--- config.mk ---
export PLATFORM = sky130hd
export DESIGN_NAME = ram_init_master
export DESIGN_NICKNAME = d
export VERILOG_FILES = /design/src/rtl/ram_init_master.sv
export SDC_FILE = /design/constraint.sdc
export NUM_CORES = 1
export LEC_CHECK = 0
export CAP_MARGIN = 10
export CORE_MARGIN = 2
export CORE_UTILIZATION = 38
export DETAILED_ROUTE_END_ITERATION = 12
export GPL_TIMING_DRIVEN = 0
export MAX_ROUTING_LAYER = met4
export PLACE_DENSITY = 0.7
export SLEW_MARGIN = 20
export SYNTH_ARGS = -nofsm -noshare
export SYNTH_HDL_FRONTEND = slang
export SYNTH_SLANG_ARGS = --single-unit
export TNS_END_PERCENT = 50
--- constraint.sdc ---
create_clock -name clk -period 3.22 [get_ports clk]
set_input_delay 0.644 -clock clk [delete_from_list [all_inputs] [get_ports clk]]
set_output_delay 0.644 -clock clk [all_outputs]
set_load 0.03 [all_outputs]
--- src/rtl/ram_init_master.sv ---
`default_nettype none
// +------------------------------------------------------------------------+
// | ram_init_master: writes addr^SEED to 0..max_addr, reads back, compares |
// | Optional: RAM_INIT_STATS_EN adds err_count / first_err_addr outputs     |
// | Revision: 1.0                                                           |
// +------------------------------------------------------------------------+
module ram_init_master #(
  parameter int         AW   = 8,
  parameter int         DW   = 8,
  parameter logic [7:0] SEED = 8'hA5
) (
  input  logic          clk,
  input  logic          rst_n,
  input  logic          start,
  input  logic [AW-1:0] max_addr,
  output logic          req_valid,
  output logic          req_write,
  output logic [AW-1:0] req_addr,
  output logic [DW-1:0] req_wdata,
  input  logic          req_ready,
  input  logic          rsp_valid,
  input  logic [DW-1:0] rsp_rdata,
  output logic          busy,
  output logic          done,
  output logic          pass
`ifdef RAM_INIT_STATS_EN
  ,
  output logic [AW:0]   err_count,
  output logic [AW-1:0] first_err_addr
`endif
);

  localparam logic [DW-1:0] c_seed = DW'(SEED);

  typedef enum logic [2:0] {
    S_IDLE     = 3'd0,
    S_WR       = 3'd1,
    S_RD       = 3'd2,
    S_WAIT_RSP = 3'd3,
    S_FIN      = 3'd4
  } state_t;

  state_t        r_state;
  logic [AW-1:0] r_addr;
  logic [AW-1:0] r_max;

  logic          w_hs;
  logic          w_last;
  logic [AW-1:0] w_next;
  logic [DW-1:0] w_expect;

  assign w_hs     = req_valid && req_ready;
  assign w_last   = (r_addr == r_max);
  assign w_next   = r_addr + 1'b1;
  assign w_expect = DW'(r_addr) ^ c_seed;
  assign req_addr = r_addr;

  always_ff @(posedge clk or negedge rst_n) begin
    if (!rst_n) begin
      r_state   <= S_IDLE;
      r_addr    <= '0;
      r_max     <= '0;
      req_valid <= 1'b0;
      req_write <= 1'b0;
      req_wdata <= '0;
      busy      <= 1'b0;
      done      <= 1'b0;
      pass      <= 1'b0;
`ifdef RAM_INIT_STATS_EN
      err_count      <= '0;
      first_err_addr <= '0;
`endif
    end else begin
      done <= 1'b0;
      case (r_state)
        S_IDLE: begin
          if (start) begin
            r_addr    <= '0;
            r_max     <= max_addr;
            busy      <= 1'b1;
            pass      <= 1'b1;
            req_valid <= 1'b1;
            req_write <= 1'b1;
            req_wdata <= c_seed;
`ifdef RAM_INIT_STATS_EN
            err_count      <= '0;
            first_err_addr <= '0;
`endif
            r_state   <= S_WR;
          end
        end
        S_WR: begin
          if (w_hs) begin
            if (w_last) begin
              r_addr    <= '0;
              req_write <= 1'b0;
              req_wdata <= '0;
              r_state   <= S_RD;
            end else begin
              r_addr    <= w_next;
              req_wdata <= DW'(w_next) ^ c_seed;
            end
          end
        end
        S_RD: begin
          // Responses coinciding with the handshake are not accepted here.
          if (w_hs) begin
            req_valid <= 1'b0;
            r_state   <= S_WAIT_RSP;
          end
        end
        S_WAIT_RSP: begin
          if (rsp_valid) begin
            if (rsp_rdata != w_expect) begin
              pass <= 1'b0;
`ifdef RAM_INIT_STATS_EN
              if (err_count != '1) err_count <= err_count + 1'b1;
              if (err_count == '0) first_err_addr <= r_addr;
`endif
            end
            if (w_last) begin
              done    <= 1'b1;
              r_state <= S_FIN;
            end else begin
              r_addr    <= w_next;
              req_valid <= 1'b1;
              r_state   <= S_RD;
            end
          end
        end
        S_FIN: begin
          busy    <= 1'b0;
          r_state <= S_IDLE;
        end
        default: r_state <= S_IDLE;
      endcase
    end
  end

endmodule
`default_nettype wire

==> summary.md, run 1 <==
| Metric | Value |
|---|---|
| Post-synthesis instance total | 159 |
| GPL Wtd Cong | ~0.89 |
| Period utilization | 0.690 |
| Tightest Pin Transition | 0.716 ns |
| Compound-cell area share of the yosys netlist | 0.150 |
| Synth Warn # | 0 |
| TNS Setup | 0 ns |
| Vias in the first global route | approximately 1300 |
| Buf/Inv on CP | 1 |
| Final ANT Viol Nets | 0 |
| Hpwl dp | about 2.8 mm |
| Proportion of layout cells with a drive suffix above 1 | 0.154 |
| Avg Cell Area, Syn | about 11 um^2 |
| Buffer levels on the longest clock path | 2 |
| Port bufs | approximately 40 |
| Vias per cell | a little over 5 |
| Initial antenna violation count | 0 |
| DR pass1 iterations | 4 |
| Syn nets | between 150 and 200 |
| DIE WIDTH | between 70 and 80 um |
| Fin nets | around 230 |
| Fin crit period | 2.22 ns |
| CP max FO | 7 |
| Final setup violation count | 0 |
| Clock skew | around 0.0065 ns |
| Gr ovfl total | 0 |
| Area Growth Syn to Fin | 32.6% |
| Site row count | 24 |
| Cts hold-fix bufs | 0 |
| Crit Path Category | reg2out |
| Clk sinks | 32 |
| Cts repair resizes | 0 |
| Int Pwr | roughly 1.2 mW |
| Critical Path RT | around 2.6 ns |
| Largest delay contributor family on the critical path | buffers and inverters |
| Hold Path Class | in2async |
| Logic pwr share | 0.499 |
| CTS tree | yes |
| Pleak | between 0.9 and 1 nW |
| Ys async rst share | 1.00 |
| Yosys reg bits | 32 |
| CP Launch Type | flip-flop |
| Routed via count | ~1300 |
| Fin util | 0.523 |
| Drt drc | 0 |
| Avg WL per Cell | 14.4 um |
| Max incr delay on CP | ~0.74 ns |
| Multiplexer share of the synthesized area | 0.0590 |
| Power density of the placed cells | 849 nW/um^2 |
| Peak supply drop | about 0.38 mV |
| Post-synth EDFFs | 0 |
| Post-synthesis simple-gate area fraction | 0.160 |
| Die ar. | between 5000 and 6000 um^2 |
| First-pass GRT wire length | roughly 6.2 mm |
| Slowest CP cell | clkdlybuf4s50_1 |
| Post-CTS Setup Bufs | 0 |
| Gr usage total | 0.164 |
| Post-Synth Adder-Cell Area | 0.00728 |
| Post-synthesis sequential area ratio | 0.466 |
| Cell taking the most area after synthesis | dfrtp_1 |
| Status | finished clean |
| H-tree lvl count | 2 |
| Most common flop cell mapped by yosys | dfrtp_1 |
| Clock Latency Late Sink | slightly below 0.3 ns |
| Top cell type's share of synthesized area | 0.466 |
| Seq pwr share | 0.335 |
| DR iter-0 viols | 100 |
| RSZ-0062 raised after global routing | false |
| Die height | roughly 70 um |
| I/O Pins | 42 |
| DRT Wirelength | 3.75 mm |
| Slew headroom | 0.523 |
| TritonCTS Buffers | 5 |
| Final slew viol count | 0 |
| CTS Root Cell | clkbuf_8 |
| Clock-pin slew of the registers on the worst-case setup and hold paths | ~0.070 ns |
| Achievable frequency | ~0.45 GHz |
| Crit path DAT | 1.58 ns |
| Clk pwr share | 0.166 |
| Sw frac | 0.398 |
| Post-synth cell types | 40 |
| Largest family of logic cells by synthesized area | simple AND/OR/NAND/NOR gates |
| Finished Layout Cells | 260 |
| Synth area leaders | dfrtp_1 47%, xnor2_1 8.2%, mux2_2 5.9%, a22o_1 3.6%, nor2_1 3.1% |
| Endpoint class of the critical path | output pin |
| Core Footprint | approximately 4400 um^2 |
| Starting density of the core | 0.395 |
| DP Cell Count | ~250 |
| ANT cells | 0 |
| Crit-path cells | clkdlybuf4s50_1 |
| Sw power | 0.769 mW |
| Mapped Area | 1720 um^2 |
| Fin. Hold Viols | 0 |
| Largest net degree at the start of global routing | 33 |
| Xor and xnor area share after synthesis | 0.107 |
| Max-Cap Viols | 0 |
==> registers in the layout, summed over array words and instances (netlist names) <==
name       cells
r_max          8
req_addr       8
req_wdata      8
r_state        3
busy           1
done           1
pass           1
req_valid      1
req_write      1
==> through the flow <==
| stage | area (um^2) | hold WS, ns | total power [mW] | worst slack, ns |
|---|---|---|---|---|
| 2_1_floorplan | 1720 | 0.348 | 1.32 | 1.46 |
| 3_3_place_gp | 2190 | 0.492 | 1.60 | 0.823 |
| 3_5_place_dp | 2190 | 0.490 | 1.62 | 0.798 |
| 4_1_cts | 2280 | 0.432 | 1.94 | 1.00 |
| 5_1_grt | 2280 | 0.458 | 2.06 | 0.953 |
| 6_report | 2280 | 0.402 | 1.93 | 0.999 |
==> kinds of logic after synthesis <==
logic type / after synthesis
compound gates: 30
xor+xnor: 21
fa+ha+maj: 1
buf+inv: 12
flops: 32
mux: 9
simple gates: 54
==> power groups by stage <==
| stage | Clock (mW) | Combinational, mW | Sequential, mW |
|---|---|---|---|
| after global routing | 0.350 | 1.04 | 0.663 |
| after floorplan | 0 | 0.549 | 0.766 |
| final | 0.322 | 0.965 | 0.647 |
| after CTS | 0.323 | 0.972 | 0.646 |
| after detailed placement | 0 | 0.968 | 0.653 |
| after global placement | 0 | 0.950 | 0.649 |
==> synth_stat cells, types with 3 or more instances <==
library cell	count
dfrtp_1	32
inv_1	3
buf_2	3
nor3_1	5
nand3_1	3
nor2_1	14
and2_1	3
nand4_1	5
mux2_2	9
buf_6	4
xor2_1	5
a21oi_1	4
nor2b_1	5
a221o_1	4
a22o_1	7
nand2_1	10
xnor2_1	16
==> worst paths after layout <==
check	from	endpoint	slack, ns	cells after the start
max in group asynchronous	rst_n	req_wdata[0]$_DFFE_PN0P_	2.35	1
worst min register to register	req_wdata[3]$_DFFE_PN0P_	req_wdata[3]$_DFFE_PN0P_	0.50	1
worst max register to register	req_addr[6]$_DFFE_PN0P_	req_addr[4]$_DFFE_PN0P_	1.39	6
worst min-delay path	rst_n	req_wdata[4]$_DFFE_PN0P_	0.40	1
min in group clk	req_wdata[3]$_DFFE_PN0P_	req_wdata[3]$_DFFE_PN0P_	0.50	1
worst max-delay path	req_addr[0]$_DFFE_PN0P_	req_addr[0]	1.0	1
==> metal layers <==
metal  vias to the layer above  global-route usage  wire (um)
met1                       627               0.222       1840
met4                         0              0.0671         70
met3                         8              0.0422        134
met5                         -                   -          0
met2                        28               0.235       1710
li1                        656                   -          -
==> layout make-up <==
class | instances | area (um^2)
well taps | 52 | 65.1
repair buffers | 41 | 405
multi-input cells | 115 | 831
flip-flops and latches | 32 | 801
fillers | 414 | 2080
inverters | 3 | 11.3
clock buffers | 8 | 90.1
plain buffers | 9 | 75.1
==> cells in the final DEF, fill, tap and decap left out, types with 5 or more instances in the layout <==
cell type,Yosys,final
nor3_1,5,5
mux2_2,9,9
nand2_1,10,10
clkdlybuf4s50_1,0,40
xor2_1,5,5
nor2_1,14,14
clkbuf_8,0,6
nor2b_1,5,5
xnor2_1,16,16
a22o_1,7,7
dfrtp_1,32,32
nand4_1,5,5
Power figures use the tool's default switching activity.
==> run 2, diff against run 1 <==
clock period = 2.2 ns   (was 3.22 ns; I/O delays follow)
==> results of run 2 <==
Same layout as run 1 (identical final DEF). Status: finished clean.
Among the figures that moved: setup slack after placement 0.798 ns -> -0.0184 ns; setup slack after layout 0.999 ns -> 0.183 ns; hold slack 0.402 ns -> 0.198 ns; register-to-register setup slack 1.39 ns -> 0.37 ns; total power 1.93 mW -> 2.83 mW; worst IR drop on VDD 0.375 mV -> 0.549 mV
==> run 3, diff against run 2 <==
REMOVE_ABC_BUFFERS = 1   (was not set)
==> summary.md, run 3 (synthesized netlist as in run 1, its figures left out) <==
| Metric | Value |
|---|---|
| Status | finished clean |
| Crit path DAT | 1.58 ns (about the same) |
| Logic pwr share | 0.473 (-0.026) |
| Met2 Use GR | 0.248 (+0.0134) |
| Fin crit period | between 2 and 2.5 ns |
| Clk pwr share | 0.147 (-0.019) |
| Proportion of layout cells with a drive suffix above 1 | 0.117 (-0.0365) |
| Int Pwr | ~1.6 mW |
| I/O Pins | 42 (unchanged) |
| Setup ws final | approximately 0.18 ns |
| Clk sinks | 32 (unchanged) |
| Sw power | 1.08 mW |
| Sw frac | 0.404 |
| CP Launch Type | flip-flop |
| Largest net degree at the start of global routing | 33 (unchanged) |
| Achievable frequency | between 0.4 and 0.5 GHz |
| DR pass1 iterations | 4 (unchanged) |
| Final setup violation count | 0 (unchanged) |
| ANT cells | 0 (unchanged) |
| Core Footprint | 4350 um^2 (unchanged) |
| Clock-pin slew of the registers on the worst-case setup and hold paths | 0.06 ns (about the same) |
| Pwr Total | 2.67 mW |
| Pleak | 0.858 nW (-6.6%) |
| Buffer levels on the longest clock path | 2 (unchanged) |
| Buf/Inv on CP | 1 (unchanged) |
| Starting density of the core | 0.395 (unchanged) |
| Clock Latency Late Sink | 0.27 ns (-0.02 ns) |
| Power density of the placed cells | 1220 nW/um^2 |
| Tightest Pin Transition | 0.805 ns (+0.0890 ns) |
| Seq pwr share | 0.380 (+0.045) |
| Die ar. | 5070 um^2 (unchanged) |
| Peak supply drop | 0.740 mV |
| Reg2Reg Setup Slack | 0.21 ns |
| DRT Wirelength | 3.65 mm (-2.9%) |
| Crit Path Category | reg2out |
| Max incr delay on CP | 0.75 ns (about the same) |
| Cts hold-fix bufs | 0 (unchanged) |
| Avg WL per Cell | 14.7 um (+1.9%) |
| Fin nets | 220 (-3.9%) |
| Placement Setup Slack | -0.214 ns |
| Critical Path RT | about 1.8 ns |
| Clock skew | 0.00312 ns (-0.00336 ns) |
| Gr usage total | 0.164 (-0.000362) |
| Site row count | 24 (unchanged) |
| Port bufs | 41 (unchanged) |
| Max-Cap Viols | 0 (unchanged) |
| GPL Wtd Cong | 0.811 (-9.3%) |
| Most frequent cells in the layout | 40 x clkdlybuf4s50_1, 32 x dfrtp_1, 16 x xnor2_1 |
| Area Growth Syn to Fin | 27.2% |
| Leading cell type in the layout, fill and taps excluded | clkdlybuf4s50_1 |
| Hpwl dp | 2.67 mm (-3.9%) |
| Period utilization | 0.920 |
| CP max FO | 9 (+2) |
| Vias per cell | 5.34 (+5.2%) |
| Slew headroom | 0.458 (-0.0650) |
| Final slew viol count | 0 (unchanged) |
| Crit-path cells | clkdlybuf4s50_1 |
| Largest delay contributor family on the critical path | buffers and inverters |
| Routed via count | 1324 (+0.38%) |
| GRT Max-Usage Layer | met2 |
| Final ANT Viol Nets | 0 (unchanged) |
| Design area | 2180 um^2 (-4.1%) |
| H-tree lvl count | 2 (unchanged) |
| Met3 usage | 0.0422 (unchanged) |
| Fin util | 0.502 (-0.0216) |
| Die height | 71.2 um (unchanged) |
| Initial antenna violation count | 0 (unchanged) |
| CTS Root Cell | clkbuf_8 |
| First-pass GRT wire length | 6.19 mm (-0.43%) |
| Hold Path Class | in2async |
| Gr ovfl total | 0 (unchanged) |
| Endpoint class of the critical path | output pin |
| Met1 Track Usage GR | 0.214 (-0.00807) |
| Slowest CP cell | clkdlybuf4s50_1 |
| DIE WIDTH | 71.2 um (unchanged) |
| Drt drc | 0 (unchanged) |
| CTS tree | yes |
| RSZ-0062 raised after global routing | false |
| TritonCTS Buffers | 5 (unchanged) |
| DR iter-0 viols | 87 (-13%) |
| Dpl cell area | 2110 um^2 (-3.4%) |
| Vias in the first global route | 1277 (-3.0%) |
| Fin. Hold Viols | 0 (unchanged) |
[run 3: cell types whose count changed in the layout (fill, tap and decap cells not counted)]
| cell | previous run | this run |
|---|---|---|
| nor2b_1 | 5 | 4 |
| buf_2 | 4 | 1 |
| nor2b_2 | 0 | 1 |
| buf_6 | 4 | 0 |
| clkbuf_1 | 2 | 0 |
| buf_4 | 2 | 0 |
| clkbuf_8 | 6 | 5 |
[run 3: final timing paths]
kind                                              start                       to  depth (start not counted)
worst max-delay path            req_addr[4]$_DFFE_PN0P_              req_addr[4]                          1
worst min-delay path                              rst_n    req_valid$_DFFE_PN0P_                          1
worst max register to register   r_state[1]$_DFFE_PN0P_  req_addr[2]$_DFFE_PN0P_                          4
worst min register to register         pass$_DFFE_PN0P_         pass$_DFFE_PN0P_                          1
max in group asynchronous                         rst_n     r_max[7]$_DFFE_PN0P_                          1
min in group clk                       pass$_DFFE_PN0P_         pass$_DFFE_PN0P_                          1
[run 3: per-layer routing]
metal  up-vias  part of all wire
met1       648              0.47
met3         2             0.047
met5         -                 0
met4         0            0.0069
li1        638                 -
met2        36              0.48
[run 3: stage by stage]
stage / std cells / hold WS (ns) / setup TNS (ns)
6_report: 248 / 0.207 / 0
5_1_grt: 248 / 0.271 / 0
4_1_cts: 248 / 0.236 / 0
3_5_place_dp: 243 / 0.494 / -1.72
3_3_place_gp: 243 / 0.491 / -1.67
2_1_floorplan: 150 / 0.144 / 0
[run 3: power by group through the flow]
stage	Combinational [mW]	Sequential, mW	Clock, mW
floorplan	0.678	1.18	0
global placement	1.24	1.02	0
detailed placement	1.26	1.03	0
CTS	1.27	1.02	0.405
global route	1.37	1.05	0.427
finish	1.26	1.02	0.392
[run 3: final cells by class]
type	instances	area, um^2
clock buffer	5	68.8
fill	402	2170
inverter	3	11.3
multi-input combinational	115	833
sequential	32	801
tap	52	65.1
timing repair buffer	41	405
[run 3: what timing repair did]
item,CTS,global route
setup buffers,0,0
gates resized for setup,0,1
endpoints found under the setup margin,0,8
